--- src/rtl/pong_game_sequencer.sv ---
// Pong game-phase controller: frame tick from vsync, scores, win detection, speed level.
// frm lands 3 clk after the vs pin edge, frame_tick 4 clk; inputs sampled every cycle, no flow control.
module pong_game_sequencer #(
  parameter int WIN_SCORE      = 7,
  parameter int SERVE_FRAMES   = 60,
  parameter int POINT_FRAMES   = 90,
  parameter int HITS_PER_LEVEL = 4,
  parameter int MAX_LEVEL      = 7,
  parameter int VS_ACTIVE_LOW  = 1
) (
  input  logic       clk,
  input  logic       rst,
  input  logic       vs,
  input  logic       start,
  input  logic       miss_left,
  input  logic       miss_right,
  input  logic       paddle_hit,
  output logic       frame_tick,
  output logic       ball_reset,
  output logic [2:0] phase,
  output logic [3:0] score_player,
  output logic [3:0] score_ai,
  output logic [3:0] speed_level,
  output logic       show_over
);

  typedef enum logic [2:0] {
    ATTRACT = 3'd0,
    SERVE   = 3'd1,
    PLAY    = 3'd2,
    POINT   = 3'd3,
    OVER    = 3'd4
  } phase_e;

  localparam logic       ACT_LOW    = (VS_ACTIVE_LOW != 0);
  localparam logic [3:0] WIN        = 4'(WIN_SCORE);
  localparam logic [3:0] HIT_LAST   = 4'(HITS_PER_LEVEL - 1);
  localparam logic [3:0] LVL_MAX    = 4'(MAX_LEVEL);
  localparam logic [7:0] SERVE_LAST = 8'(SERVE_FRAMES - 1);
  localparam logic [7:0] POINT_LAST = 8'(POINT_FRAMES - 1);

  phase_e     state, state_nxt;
  logic [1:0] vs_sy, start_sy, ml_sy, mr_sy, hit_sy;
  logic       vs_d, start_d, hit_d, frm;
  logic       start_e, hit_e, vs_e, miss_l, miss_r;
  logic [7:0] fcnt, fcnt_nxt;
  logic [3:0] hcnt, hcnt_nxt;
  logic [3:0] sp_nxt, sa_nxt, lvl_nxt;
  logic       br_nxt;

  assign start_e = start_sy[1] & ~start_d;
  assign hit_e   = hit_sy[1] & ~hit_d;
  assign miss_l  = ml_sy[1];
  assign miss_r  = mr_sy[1];
  // Edge taken on the raw synchronized level so the all-zero reset state never looks like a pulse.
  assign vs_e    = ACT_LOW ? (vs_d & ~vs_sy[1]) : (~vs_d & vs_sy[1]);

  assign phase     = state;
  assign show_over = (state == OVER);

  always_comb begin
    state_nxt = state;
    sp_nxt    = score_player;
    sa_nxt    = score_ai;
    lvl_nxt   = speed_level;
    hcnt_nxt  = hcnt;
    br_nxt    = 1'b0;
    case (state)
      ATTRACT: if (start_e) begin
        sp_nxt    = 4'd0;
        sa_nxt    = 4'd0;
        lvl_nxt   = 4'd0;
        hcnt_nxt  = 4'd0;
        br_nxt    = 1'b1;
        state_nxt = SERVE;
      end
      SERVE: if (start_e || (frm && fcnt == SERVE_LAST)) state_nxt = PLAY;
      PLAY: begin
        // A miss always wins over a simultaneous paddle hit.
        if (miss_l) begin
          sa_nxt    = score_ai + 4'd1;
          state_nxt = POINT;
        end else if (miss_r) begin
          sp_nxt    = score_player + 4'd1;
          state_nxt = POINT;
        end else if (hit_e) begin
          if (hcnt == HIT_LAST) begin
            hcnt_nxt = 4'd0;
            if (speed_level < LVL_MAX) lvl_nxt = speed_level + 4'd1;
          end else begin
            hcnt_nxt = hcnt + 4'd1;
          end
        end
      end
      POINT: begin
        if (score_player == WIN || score_ai == WIN) begin
          state_nxt = OVER;
        end else if (frm && fcnt == POINT_LAST) begin
          br_nxt    = 1'b1;
          lvl_nxt   = 4'd0;
          hcnt_nxt  = 4'd0;
          state_nxt = SERVE;
        end
      end
      OVER: if (start_e) begin
        sp_nxt    = 4'd0;
        sa_nxt    = 4'd0;
        br_nxt    = 1'b1;
        state_nxt = SERVE;
      end
      default: state_nxt = ATTRACT;
    endcase

    fcnt_nxt = fcnt;
    if (state_nxt != state && (state_nxt == SERVE || state_nxt == POINT)) fcnt_nxt = 8'd0;
    else if (frm) fcnt_nxt = fcnt + 8'd1;
  end

  always_ff @(posedge clk or negedge rst) begin
    if (!rst) begin
      vs_sy        <= 2'b00;
      start_sy     <= 2'b00;
      ml_sy        <= 2'b00;
      mr_sy        <= 2'b00;
      hit_sy       <= 2'b00;
      vs_d         <= 1'b0;
      start_d      <= 1'b0;
      hit_d        <= 1'b0;
      frm          <= 1'b0;
      frame_tick   <= 1'b0;
      ball_reset   <= 1'b0;
      state        <= ATTRACT;
      fcnt         <= 8'd0;
      hcnt         <= 4'd0;
      score_player <= 4'd0;
      score_ai     <= 4'd0;
      speed_level  <= 4'd0;
    end else begin
      vs_sy        <= {vs_sy[0], vs};
      start_sy     <= {start_sy[0], start};
      ml_sy        <= {ml_sy[0], miss_left};
      mr_sy        <= {mr_sy[0], miss_right};
      hit_sy       <= {hit_sy[0], paddle_hit};
      vs_d         <= vs_sy[1];
      start_d      <= start_sy[1];
      hit_d        <= hit_sy[1];
      frm          <= vs_e;
      frame_tick   <= frm && (state == PLAY);
      ball_reset   <= br_nxt;
      state        <= state_nxt;
      fcnt         <= fcnt_nxt;
      hcnt         <= hcnt_nxt;
      score_player <= sp_nxt;
      score_ai     <= sa_nxt;
      speed_level  <= lvl_nxt;
    end
  end

endmodule
--- config.mk ---
export PLATFORM = sky130hd
export DESIGN_NAME = pong_game_sequencer
export DESIGN_NICKNAME = d
export VERILOG_FILES = /design/src/rtl/pong_game_sequencer.sv
export SDC_FILE = /design/constraint.sdc
export NUM_CORES = 1
export LEC_CHECK = 0
export CORE_MARGIN = 3
export CORE_UTILIZATION = 49
export CTS_CLUSTER_DIAMETER = 80
export DETAILED_ROUTE_END_ITERATION = 7
export PLACE_DENSITY = 0.73
export SLEW_MARGIN = 25
export SYNTH_ARGS = -nofsm -noshare
export SYNTH_HDL_FRONTEND = slang
export SYNTH_SLANG_ARGS = --single-unit
--- constraint.sdc ---
create_clock -name clk -period 1.5 [get_ports clk]
set_input_delay 0.225 -clock clk [delete_from_list [all_inputs] [get_ports clk]]
set_output_delay 0.225 -clock clk [all_outputs]
set_load 0.01 [all_outputs]
==> results_dict.tcl <==
set metrics [dict create \
    antenna_cells 0 \
    reg2reg_depth 6 \
    grt_pass1_wl_microns 7620 \
    vdd_drop_max_mv 1.20 \
    fin_skew_ns 0.00628 \
    io_pins 25 \
    worstPathArrival_ns 1.82 \
    synth-seq-area-share 0.554 \
    critPathKind "register to register" \
    reg2reg_to "speed_level[0]" \
    fin_tns_setup_ns -1.48 \
    worst_slack_ns -0.126 \
    start_util 0.518 \
    cts_tree "yes" \
    crit_required_ns 1.69 \
    ctsHtreeMaxLevel 2 \
    avgRoutedWirePerCell_microns 16.9 \
    p_per_area_nw_per_um2 1660 \
    gp_congestion 0.878 \
    placed_area_sq_um 2570 \
    min_path_cells 0 \
    clock-root-buffer "clkbuf_8" \
    fp.dieArea_sq_um 4750 \
    fin_nets 271 \
    vias 1716 \
    finalMaxSlewViolations 0 \
    die_w_microns 68.9 \
    synth_seq_cells 43 \
    drive_gt1_frac 0.402 \
    violations "setup timing" \
    rr_startpoint "score_ai[1]" \
    hold_path.class "register to register" \
    grt_max_degree 44 \
    area_growth_pct 52.4 \
    start_kind "register" \
    critPathMaxStageDelay_ns 0.36 \
    syn-num-nets 188 \
    yosysWarnings 0 \
    syn_avg_cell_area_sq_um 11.1 \
    hold_viol 0 \
    synth_top_area_cell "dfrtp_1" \
    synth.area.top_cells "dfrtp_1 55%, nor2_1 4.4%, ha_1 3.9%" \
    hold_start "start_sy[0]" \
    leakagePower_nw 1.41 \
    drc_errors 0 \
    dr.pass1.iters 4 \
    crit_slowest_cell "dfrtp_1" \
    rsz0062_at_grt "yes" \
    synth_most_common_cell "dfrtp_1" \
    syn_area_sq_um 1940 \
    multi_input_area_sq_um 993 \
    core_sq_um 3740 \
    worst_slew_pin_slew_ns 0.354 \
    crit_path_cell_trace "ha_2 -> nand2_2 -> o22a_4 -> a31o_4 -> nand2_4 -> mux2_4" \
    max_slew_margin 0.764 \
    status "finished, violations left" \
    dp_hpwl_microns 3200 \
    fin_crit_sh 1.08 \
    yosysTopAreaCellShare 0.554 \
    synth_flop_cell "dfrtp_1" \
    synthTopCellsByCount "43 x dfrtp_1, 23 x nor2_1, 17 x nand2_1, 8 x xor2_1" \
    grt_overflow_total 0 \
    ys_types 42 \
    final_cells 307 \
    synth-edff-count 0 \
    cp-end-kind "register" \
    path_max_fanout 4 \
    clk_pin_slew_ns 0.08 \
    finalCriticalPeriod_ns 1.63 \
    cts_buffer_depth 2 \
    antenna_left 0 \
    grt_pass1_vias 1669 \
    async_reset_ff_frac 1.00 \
    routed_via_density 5.59 \
    min_to "start_sy[1]" \
    cts_inserted_buffers 5 \
    place_ws_ns -0.210 \
    placementRows 22 \
    clk_latency_ns 0.30 \
    drt_iter0_drc 133 \
    fmax_ghz 0.615 \
    antenna_found_initial 0 \
    design_area_sq_um 2960 \
    seq_area_sq_um 1080 \
    dieHeight_microns 68.9 \
    fill_cells 213 \
    syn_inst 175 \
    dp.cells 287 \
    maxCapViolations 0 \
    clkSinkCount 43 \
    r2r_slack_ns -0.13 \
    io_buffer_count 24 \
    track_usage 0.227 \
    wirelength_microns 5180 \
    setup_violations 20 \
]
## flip-flops by register name, summed over array words and instances, names as in the netlist
register	count
fcnt	8
hcnt	4
score_ai	4
score_player	4
speed_level	4
phase	3
hit_sy	2
ml_sy	2
mr_sy	2
start_sy	2
vs_sy	2
ball_reset	1
frame_tick	1
frm	1
hit_d	1
start_d	1
vs_d	1
## layout by cell type, fill, tap and decap left out, types with 2 or more instances in the layout
cell type / Yosys / routed
dlygate4sd2_1: 0 / 11
o21ai_0: 7 / 6
bufinv_16: 0 / 2
nand2_1: 17 / 14
nand3_1: 7 / 5
clkbuf_8: 0 / 5
mux2i_1: 2 / 2
nor2_2: 0 / 3
nor2_1: 23 / 20
nor3b_4: 1 / 3
and3_1: 2 / 2
ha_1: 6 / 2
and2_4: 0 / 2
nand3_2: 0 / 2
nor2b_1: 3 / 3
clkbuf_2: 0 / 2
ha_2: 0 / 3
a21oi_2: 1 / 3
buf_6: 1 / 7
clkdlybuf4s50_1: 0 / 8
nand4_1: 6 / 6
nand2_2: 1 / 3
dfrtp_2: 0 / 2
inv_1: 3 / 3
dfrtp_1: 43 / 41
buf_4: 2 / 48
nand2b_1: 3 / 3
a31oi_4: 0 / 2
xor2_1: 8 / 8
a22o_1: 4 / 4
xnor2_1: 4 / 4
buf_2: 1 / 2
## worst max-delay path, delay by kind of cell (launching register included)
kind / cells / cell delay (ns)
adder cells (fa/ha/maj): 1 / 0.19
multiplexers: 1 / 0.30
AND/OR/NAND/NOR: 2 / 0.15
AO/OA/AOI/OAI: 2 / 0.52
flip-flops: 1 / 0.36
## metal layers
metal / global-route usage / wire (microns)
met1: 0.261 / 2170
met2: 0.394 / 2650
met3: 0.0697 / 240
met4: 0.0852 / 112
met5: 0 / 0
## final cells by class
| type | instances | share of cell area |
|---|---|---|
| clock buffers | 5 | 0.0233 |
| well taps | 48 | 0.0203 |
| inverters | 3 | 0.00381 |
| flip-flops and latches | 43 | 0.365 |
| multi-input cells | 124 | 0.336 |
| repair buffers | 81 | 0.229 |
| clock inverters | 3 | 0.0228 |
## cells by family (layout without fill, tap and decap cells)
logic type               count (synthesis)  count (layout)  synth area share
flip-flops                              43              43             0.554
multiplexers                             3               3            0.0181
adder cells (fa/ha/maj)                  6               6            0.0387
AND/OR/NAND/NOR                         76              76             0.211
XOR/XNOR                                12              12            0.0542
buffers and inverters                    8              92            0.0238
AO/OA/AOI/OAI                           27              27            0.0993
## power by group
part,switching (mW),leakage [nW],internal (mW),total (mW)
Clock,0.404,0.0644,0.664,1.07
Sequential,0.145,0.546,1.36,1.51
Combinational,1.14,0.797,1.20,2.34
## how the worst max path moves through the flow
stage	start	to	slack, ns
2_1_floorplan	score_ai[0]	speed_level[0]	-0.17
3_3_place_gp	hcnt[0]	speed_level[0]	-0.09
3_5_place_dp	hcnt[0]	speed_level[0]	-0.21
4_1_cts	score_player[1]	speed_level[0]	-0.1
5_1_grt	fcnt[1]	speed_level[0]	-0.18
6_report	score_ai[1]	speed_level[0]	-0.13
## per-stage QoR
stage                      util  hold slack [ns]  power, mW
final                     0.790            0.353       4.92
after detailed placement  0.687            0.225       3.44
after floorplan               -          -0.0706       2.46
after global routing      0.790            0.347       5.18
after CTS                 0.762            0.345       4.71
after global placement    0.687            0.212       3.35
## timing repair
action                                  CTS  global route
endpoints found under the setup margin   32            30
endpoints found under the hold margin    43             0
gates resized for setup                  40            25
buffers inserted                          8             3
pin swaps                                21             7
hold buffers                              1             0
(Power assumes the default switching activity.)
